## src/rtl/idli_fetch_m.sv

```systemverilog
// SQI instruction fetch: issues a sequential quad READ and streams instruction nibbles to the decoder.
// Build option: define IDLI_SQI_DUMMY_EN to insert two dummy turnaround cycles before read data.
//
// state  | meaning
// IDLE   | chip select high for one cycle, clock gated
// CMD0   | drive high nibble of READ opcode (0x0)
// CMD1   | drive low nibble of READ opcode (0x3)
// ADDR3  | drive pc[15:12]
// ADDR2  | drive pc[11:8]
// ADDR1  | drive pc[7:4]
// ADDR0  | drive pc[3:0]
// DUMMY0 | turnaround cycle 1 (IDLI_SQI_DUMMY_EN only)
// DUMMY1 | turnaround cycle 2 (IDLI_SQI_DUMMY_EN only)
// DATA   | sequential read, one instruction nibble per clocked cycle
module idli_fetch_m (
   input  logic        i_fetch_gck,
   input  logic        i_fetch_rst,
   input  logic        i_fetch_redirect,
   input  logic [15:0] i_fetch_redirect_pc,
   input  logic        i_fetch_stall,
   input  logic [3:0]  i_sqi_sio,
   output logic [3:0]  o_sqi_sio,
   output logic        o_sqi_sio_oe,
   output logic        o_sqi_cs_n,
   output logic        o_sqi_sck_en,
   output logic [3:0]  o_fetch_enc,
   output logic        o_fetch_enc_vld,
   output logic [15:0] o_fetch_pc
);

   typedef enum logic [3:0] {
      ST_IDLE,
      ST_CMD0,
      ST_CMD1,
      ST_ADDR3,
      ST_ADDR2,
      ST_ADDR1,
      ST_ADDR0,
`ifdef IDLI_SQI_DUMMY_EN
      ST_DUMMY0,
      ST_DUMMY1,
`endif
      ST_DATA
   } state_t;

   state_t      state_q;
   logic [1:0]  nib_q;
   logic [15:0] pc_q;

   logic        in_data;
   logic        boundary_stall;
   logic        unused_redirect_lsb;

   // Instructions are halfword aligned, so the redirect LSB carries no information.
   assign unused_redirect_lsb = i_fetch_redirect_pc[0];

   assign in_data        = (state_q == ST_DATA);
   assign boundary_stall = in_data & (nib_q == 2'd0) & i_fetch_stall;

   always_comb begin
      o_sqi_sio    = 4'h0;
      o_sqi_sio_oe = 1'b0;
      o_sqi_cs_n   = 1'b0;
      o_sqi_sck_en = 1'b1;
      case (state_q)
         ST_IDLE: begin
            o_sqi_cs_n   = 1'b1;
            o_sqi_sck_en = 1'b0;
         end
         ST_CMD0: begin
            o_sqi_sio_oe = 1'b1;
         end
         ST_CMD1: begin
            o_sqi_sio    = 4'h3;
            o_sqi_sio_oe = 1'b1;
         end
         ST_ADDR3: begin
            o_sqi_sio    = pc_q[15:12];
            o_sqi_sio_oe = 1'b1;
         end
         ST_ADDR2: begin
            o_sqi_sio    = pc_q[11:8];
            o_sqi_sio_oe = 1'b1;
         end
         ST_ADDR1: begin
            o_sqi_sio    = pc_q[7:4];
            o_sqi_sio_oe = 1'b1;
         end
         ST_ADDR0: begin
            o_sqi_sio    = pc_q[3:0];
            o_sqi_sio_oe = 1'b1;
         end
         // Gating the SQI clock freezes the memory's read pointer during a stall.
         ST_DATA: begin
            o_sqi_sck_en = ~boundary_stall;
         end
         default: begin
         end
      endcase
   end

   assign o_fetch_enc     = i_sqi_sio;
   assign o_fetch_enc_vld = in_data & o_sqi_sck_en & ~i_fetch_redirect;
   assign o_fetch_pc      = pc_q;

   always_ff @(posedge i_fetch_gck) begin
      if (i_fetch_rst) begin
         state_q <= ST_IDLE;
         nib_q   <= 2'd0;
         pc_q    <= 16'h0000;
      end else if (i_fetch_redirect) begin
         state_q <= ST_IDLE;
         nib_q   <= 2'd0;
         pc_q    <= {i_fetch_redirect_pc[15:1], 1'b0};
      end else begin
         case (state_q)
            ST_IDLE:  state_q <= ST_CMD0;
            ST_CMD0:  state_q <= ST_CMD1;
            ST_CMD1:  state_q <= ST_ADDR3;
            ST_ADDR3: state_q <= ST_ADDR2;
            ST_ADDR2: state_q <= ST_ADDR1;
            ST_ADDR1: state_q <= ST_ADDR0;
`ifdef IDLI_SQI_DUMMY_EN
            ST_ADDR0:  state_q <= ST_DUMMY0;
            ST_DUMMY0: state_q <= ST_DUMMY1;
            ST_DUMMY1: state_q <= ST_DATA;
`else
            ST_ADDR0:  state_q <= ST_DATA;
`endif
            // Memory wraps at 64K just like the PC, so the stream never restarts.
            ST_DATA: begin
               if (o_fetch_enc_vld) begin
                  nib_q <= nib_q + 2'd1;
                  if (nib_q == 2'd3) begin
                     pc_q <= pc_q + 16'd2;
                  end
               end
            end
            default: state_q <= ST_IDLE;
         endcase
      end
   end

endmodule
```

## config.mk

```make
export PLATFORM = sky130hd
export DESIGN_NAME = idli_fetch_m
export DESIGN_NICKNAME = d
export VERILOG_FILES = /design/src/rtl/idli_fetch_m.sv
export SDC_FILE = /design/constraint.sdc
export NUM_CORES = 1
export LEC_CHECK = 0
export BUFFER_PORTS_ARGS = -buffer_cell sky130_fd_sc_hd__buf_2
export CORE_MARGIN = 5
export CORE_UTILIZATION = 52
export DETAILED_ROUTE_END_ITERATION = 10
export HOLD_SLACK_MARGIN = 0.15
export PLACE_DENSITY = 0.84
export SETUP_SLACK_MARGIN = 0.3
export SLEW_MARGIN = 0
export SYNTH_ARGS = -nofsm -noshare
export SYNTH_HDL_FRONTEND = slang
export SYNTH_SLANG_ARGS = --single-unit
```

## constraint.sdc

```tcl
create_clock -name i_fetch_gck -period 3.5 [get_ports i_fetch_gck]
set_input_delay 0.7 -clock i_fetch_gck [delete_from_list [all_inputs] [get_ports i_fetch_gck]]
set_output_delay 0.7 -clock i_fetch_gck [all_outputs]
set_load 0.02 [all_outputs]
```

==> impl_metrics.yaml, run 1 <==
floorplan:
  dieWidth_um: 61.3
  fp-row-count: 18
  design.core.area_sq_um: 2500
  initial_core_util_pct: 54.7
  die_y_um: 61.3
  dieArea_sq_um: 3750
  io_pins: 52
power:
  seq_power_share_pct: 56.3
  power_switching_uw: 151
  p_leak_nw: 0.616
  power_frac_comb_pct: 20.3
  irDropWorstVdd_mv: 0.246
  switching_share_pct: 32.1
  clkPwrFrac_pct: 23.4
  p_int_uw: 319
  p_per_area_nw_per_um2: 313
timing:
  min_period_ns: 2.41
  finalMaxSlewViolations: 0
  worstMarginPinSlew_ns: 0.589
  tns_ns: 0
  slew_headroom_pct: 60.4
  max_freq_mhz: 415
  finClkSkew_ns: 0.00825
  finalHoldViolations: 0
  rsz0062_at_grt: "false"
  finalSetupViolCount: 0
  fin_crit_sh_pct: 68.9
synth:
  syn_avg_cell_area_sq_um: 7.90
  synthArstFlopShare_pct: 0
  synthMuxAreaShare_pct: 5.13
  synth-xor-area-share_pct: 2.56
  synthCells: 173
  synth_seq_area_share_pct: 29.3
  synth_top_family_by_area: "simple AND/OR/NAND/NOR gates"
  synth_edf_count: 0
  yosys.area_share.simple_pct: 29.1
  syn_nets: 200
  synth_compound_area_share_pct: 19.0
  synth_cell_type_count: 45
  syn_area_sq_um: 1370
  yosysWarnings: 0
  synthAdderAreaFrac_pct: 2.75
  synth_seq_cells: 20
  synth_flop_cell: "dfxtp_1"
worst_setup_path:
  crit_arrival_ns: 1.71
  crit_type: "flip-flop to output pin"
  endpoint_kind: "output pin"
  cp-start-kind: "flip-flop"
  crit_chain: "mux2i_1 > o22ai_1 > a22o_1 > buf_2"
  critPathMaxStageDelay_ns: 0.65
  setup.worst_path.start: "state_q[0]$_SDFFE_PP0P_"
  r2r-start: "state_q[1]$_SDFFE_PP0P_"
  worst_r2r_path_depth: 4
  path_buf_inv: 1
  cp_max_fo: 16
  cp_num_cells: 4
  critPathTopFamily: "flip-flops"
  cp.required_ns: 2.80
  cp_slowest_cell: "dfxtp_1"
placement:
  dp_hpwl_um: 2600
  io_buffers: 41
  dp.cells: 225
  gp_congestion: 0.782
run_status:
  status: "complete, no violations"
clock_network:
  cts_tree: "done"
  htree_levels: 1
  postCtsSetupBuffers: 0
  cts-root-buf: "clkbuf_4"
  clk_pin_slew_ns: 0.10
  cts_buffer_depth: 2
  clk_latency_ns: 0.31
  cts_buffers: 3
  hold_buffers: 0
  postCtsResizedCells: 0
  clock-sinks: 20
routing:
  wl_per_cell_um: 15.3
  drt-initial-drc-count: 55
  totalWireLength_um: 3480
  vias: 1417
  drtPass1Iterations: 4
  via_per_inst: 6.21
  ant_nets: 0
  remaining_drc_errors: 0
final_layout:
  nNetsFinal: 227
  drive_gt1_share_pct: 24.2
  stdcell_count: 228
  areaGrowthSynthToFinish_pct: 9.80
  num_antenna_cells: 0
grt:
  grt_pass1_wl_um: 5460
  antenna_found_initial: 0
  grt_start_max_net_pins: 25
  grtUsageTotal_pct: 19.1
  grt_pass1_vias: 1282
  grt_overflow: 0
worst_hold_path:
  holdCritPathClass: "flip-flop to flip-flop"
  hold_depth: 2
  worstHoldStart: "nib_q[1]$_SDFFE_PP0P_"
job:
  cap_violations: 0
==> kinds of logic (layout without fill, tap and decap cells) <==
group | count (synthesis) | count (layout)
AOI/OAI and AO/OA | 35 | 35
xor gates and xnor gates | 4 | 4
adders and majority gates | 3 | 3
buffers and inverters | 27 | 52
DFF | 20 | 20
muxes | 7 | 7
other | 1 | 1
and+or+nand+nor | 76 | 76
==> path summary, 6_finish.rpt <==
check,end,slack (ns)
max,o_sqi_sio[3],1.09
min reg2reg,nib_q[1]$_SDFFE_PP0P_,0.56
min,nib_q[1]$_SDFFE_PP0P_,0.56
max reg2reg,o_fetch_pc[14]$_SDFFE_PP0P_,1.29
==> cells in the mapped netlist (2+ instances only) <==
cell,instances,area (sq um)
clkbuf_1,6,22.5
nor2_1,17,63.8
nand2_1,12,45.0
nor2b_1,4,25.0
a2111oi_0,3,26.3
dfxtp_1,20,400
xnor2_1,3,26.3
or3_1,2,12.5
a22o_1,2,17.5
nor3_1,10,50.1
nand4_1,6,37.5
and3_1,2,12.5
ha_1,3,37.5
a311oi_1,3,26.3
buf_4,7,52.6
nor4_1,8,50.1
inv_1,8,30.0
a211o_1,2,17.5
buf_6,3,33.8
or3_2,2,15.0
mux2i_1,7,70.1
nand3b_1,2,15.0
nand3_1,6,30.0
a211oi_1,6,45.0
o21ai_0,9,45.0
==> tightest hold or removal path, cell delays in order, from the launching register on <==
cell	delay, ns
dfxtp_1	0.34
mux2i_1	0.13
nor3_1	0.05
==> stage by stage <==
stage / utilization, % / setup WS (ns) / area (sq um) / hold slack (ns) / power (mW)
2_1_floorplan: - / 1.33 / 1370 / 0.520 / 0.339
3_3_place_gp: 59.1 / 1.16 / 1480 / 0.533 / 0.360
3_5_place_dp: 59.1 / 1.13 / 1480 / 0.552 / 0.365
4_1_cts: 60.0 / 1.11 / 1500 / 0.567 / 0.471
5_1_grt: 60.0 / 0.980 / 1500 / 0.602 / 0.492
6_report: 60.0 / 1.09 / 1500 / 0.558 / 0.470
==> cell type report <==
class                   instances  area, sq um
flip-flops and latches         20          400
clock buffers                   3         22.5
repair buffers                 41          205
multi-input cells             126          805
well taps                      30         37.5
inverters                       8         30.0
fillers                       252         1000
==> registers in the layout, summed over array words and instances (netlist names) <==
signal and flops:
o_fetch_pc 15, state_q 3, nib_q 2
==> cell usage in the layout, fill, tap and decap left out, types with 2 or more instances in the layout <==
master      n
buf_2      41
nand3b_1    2
nand4_1     6
a311oi_1    3
and3_1      2
mux2i_1     7
o21ai_0     9
nor3_1     10
xnor2_1     3
inv_1       8
or3_2       2
nor2_1     17
nand3_1     6
a22o_1      2
a2111oi_0   3
a211o_1     2
dfxtp_1    20
clkbuf_4    3
ha_1        3
or3_1       2
a211oi_1    6
nand2_1    12
nor2b_1     4
nor4_1      8
==> power groups by stage <==
stage,combinational [mW],clock [mW],sequential (mW)
after floorplan,0.0649,0,0.274
after global placement,0.0918,0,0.268
after detailed placement,0.0955,0,0.270
after CTS,0.0958,0.111,0.264
after global routing,0.104,0.119,0.268
final,0.0955,0.110,0.265
==> routing by layer <==
layer / part of all wire, % / track usage (%) / wire length (um) / vias to the layer above
met5: 0 / 0 / 0 / -
met4: 1.4 / 5.88 / 48 / 0
met3: 8.7 / 3.56 / 301 / 7
met2: 50 / 34.4 / 1750 / 63
met1: 40 / 22.8 / 1380 / 660
li1: - / - / - / 687
Note: power is estimated with default switching activity, not from simulation.
==> run 2, diff against run 1 <==
Settings changed: CORE_UTILIZATION 52 to 49, PLACE_DENSITY 0.84 to 0.8.
Clock period 3.5 ns to 2.3 ns, I/O delays scaled along.
==> run 2 against run 1 <==
First-iteration DRC count down 15%. Via count hardly changed. Non-clock buffer count is 8 higher. Sequential power up 51%. Global-route usage is 1.5 points lower. Clock power increased by 89%. Largest cell class unchanged. Clock-buffer cell count grew 1. Cell count is 4.4% higher. Critical path depth rose by 2. Hold slack worse by 0.18 ns. Highest routed layer unchanged.
==> impl_metrics.yaml, run 2 (same netlist as run 1, synthesis figures left out) <==
run_status:
  status: "complete, no violations"
power:
  finalPower_uw: 770
  power_switching_uw: 238
  switching_share_pct: 30.9
  p_leak_nw: 0.672
  power_frac_comb_pct: 21.1
  seq_power_share_pct: 51.9
  p_int_uw: 532
  irDropWorstVdd_mv: 0.407
  clkPwrFrac_pct: 27.0
  p_per_area_nw_per_um2: 464
worst_setup_path:
  r2r-end: "o_fetch_pc[14]$_SDFFE_PP0P_"
  r2r_slack_ns: 0.28
  critPathTopFamily: "simple AND/OR/NAND/NOR gates"
  crit_chain: "inv_1 > ha_2 > a21bo_1 > or4_4 > or3_1 > a311oi_2"
  path_buf_inv: 1
  crit_arrival_ns: 2.24
  cp.required_ns: 2.53
  cp_slowest_cell: "or4_4"
  r2r-start: "nib_q[0]$_SDFFE_PP0P_"
  critPathMaxStageDelay_ns: 0.53
  cp_max_fo: 4
  endpoint_kind: "flip-flop"
  worst_r2r_path_depth: 6
  cp-start-kind: "flip-flop"
  crit_type: "flip-flop to flip-flop"
floorplan:
  dieArea_sq_um: 3940
  fp-row-count: 19
  initial_core_util_pct: 50.4
  die_y_um: 62.8
  dieWidth_um: 62.8
  design.core.area_sq_um: 2710
  io_pins: 52
grt:
  grt_start_max_net_pins: 20
  grt_pass1_vias: 1260
  grt_pass1_wl_um: 5900
  grt_overflow: 0
  antenna_found_initial: 0
  grtUsageTotal_pct: 17.6
worst_hold_path:
  hold_path_end: "o_fetch_pc[6]$_SDFFE_PP0P_"
  holdCritPathClass: "input port to flip-flop"
  worstHoldStart: "i_fetch_redirect_pc[6]"
  hold_depth: 2
final_layout:
  final_common_cell: "buf_2"
  largest_reg_flops: 15
  num_antenna_cells: 0
  mostFrequentLayoutCells: "buf_2 (40), nor2_1 (17), dfxtp_1 (16)"
  nNetsFinal: 235
  multi_input_area_sq_um: 851
  drive_gt1_share_pct: 33.3
  regArea_sq_um: 408
  areaGrowthSynthToFinish_pct: 21.5
  n_fill_cell: 241
routing:
  totalWireLength_um: 3520
  drtPass1Iterations: 4
  ant_nets: 0
  wl_per_cell_um: 14.8
  vias: 1418
  via_per_inst: 5.96
  drt-initial-drc-count: 47
  remaining_drc_errors: 0
timing:
  rsz0062_at_grt: "true"
  finalHoldViolations: 0
  fin_crit_sh_pct: 87.7
  max_freq_mhz: 496
  min_period_ns: 2.02
  finClkSkew_ns: 0.00605
  tns_ns: 0
  finalSetupViolCount: 0
  finalMaxSlewViolations: 0
clock_network:
  htree_levels: 1
  cts_tree: "done"
  cts-root-buf: "clkbuf_4"
  clk_latency_ns: 0.30
  postCtsSetupBuffers: 0
  clk_pin_slew_ns: 0.12
  clock-sinks: 20
  cts_buffer_depth: 2
  cts_buffers: 3
  hold_buffers: 0
placement:
  dp_hpwl_um: 2580
  gp_congestion: 0.842
  io_buffers: 41
job:
  cap_violations: 0
run 2: area by class of cell:
class                      count  share of cell area (%)
timing repair buffer          49                    17.9
multi-input combinational    126                    51.2
inverter                       8                    1.81
tap                           31                    2.34
sequential                    20                    24.6
clock buffer                   4                    2.19
run 2: through the flow:
| step | hold slack, ns | utilization [%] | area (sq um) | cells | worst slack, ns |
|---|---|---|---|---|---|
| 5_1_grt | 0.386 | 61.3 | 1660 | 238 | 0.148 |
| 6_report | 0.383 | 61.3 | 1660 | 238 | 0.284 |
| 2_1_floorplan | 0.520 | - | 1370 | 173 | 0.304 |
| 3_3_place_gp | 0.543 | 56.6 | 1530 | 233 | 0.337 |
| 3_5_place_dp | 0.561 | 56.6 | 1530 | 233 | 0.281 |
| 4_1_cts | 0.387 | 58.3 | 1580 | 237 | 0.293 |
run 2: power by group through the flow:
stage | Combinational, mW | Sequential [mW] | Clock [mW]
after floorplan | 0.0988 | 0.417 | 0
after global placement | 0.152 | 0.405 | 0
after CTS | 0.156 | 0.398 | 0.210
after global routing | 0.179 | 0.406 | 0.223
final | 0.162 | 0.400 | 0.208
after detailed placement | 0.154 | 0.405 | 0
run 2: worst max-delay path by stage:
| stage | from | endpoint | cells past startpoint |
|---|---|---|---|
| floorplan | o_fetch_pc[1]$_SDFFE_PP0P_ | o_fetch_pc[7]$_SDFFE_PP0P_ | 6 |
| CTS | state_q[0]$_SDFFE_PP0P_ | o_sqi_sio[3] | 5 |
| detailed placement | nib_q[0]$_SDFFE_PP0P_ | o_fetch_pc[9]$_SDFFE_PP0P_ | 7 |
| global route | o_fetch_pc[5]$_SDFFE_PP0P_ | o_fetch_pc[14]$_SDFFE_PP0P_ | 4 |
| global placement | i_fetch_stall | o_fetch_pc[14]$_SDFFE_PP0P_ | 5 |
| finish | nib_q[0]$_SDFFE_PP0P_ | o_fetch_pc[14]$_SDFFE_PP0P_ | 6 |
run 2: worst register-to-register path, cell delays in order, from the launching register on:
cell and delay (ns):
dfxtp_2 0.35, inv_1 0.07, ha_2 0.19, a21bo_1 0.23
or4_4 0.53, or3_1 0.38, a311oi_2 0.20
run 2: repair_timing:
| action | 4_1_cts | 5_1_grt |
|---|---|---|
| endpoints found under the setup margin | 5 | 13 |
| gates cloned | 0 | 1 |
| pin swaps | 0 | 2 |
| resized for setup | 4 | 13 |
run 2: per-layer routing:
layer | GRT usage [%] | share of wire (%)
met5 | 0 | 0
met4 | 3.98 | 0.88
met3 | 3.60 | 5.8
met2 | 28.6 | 47
met1 | 23.9 | 46
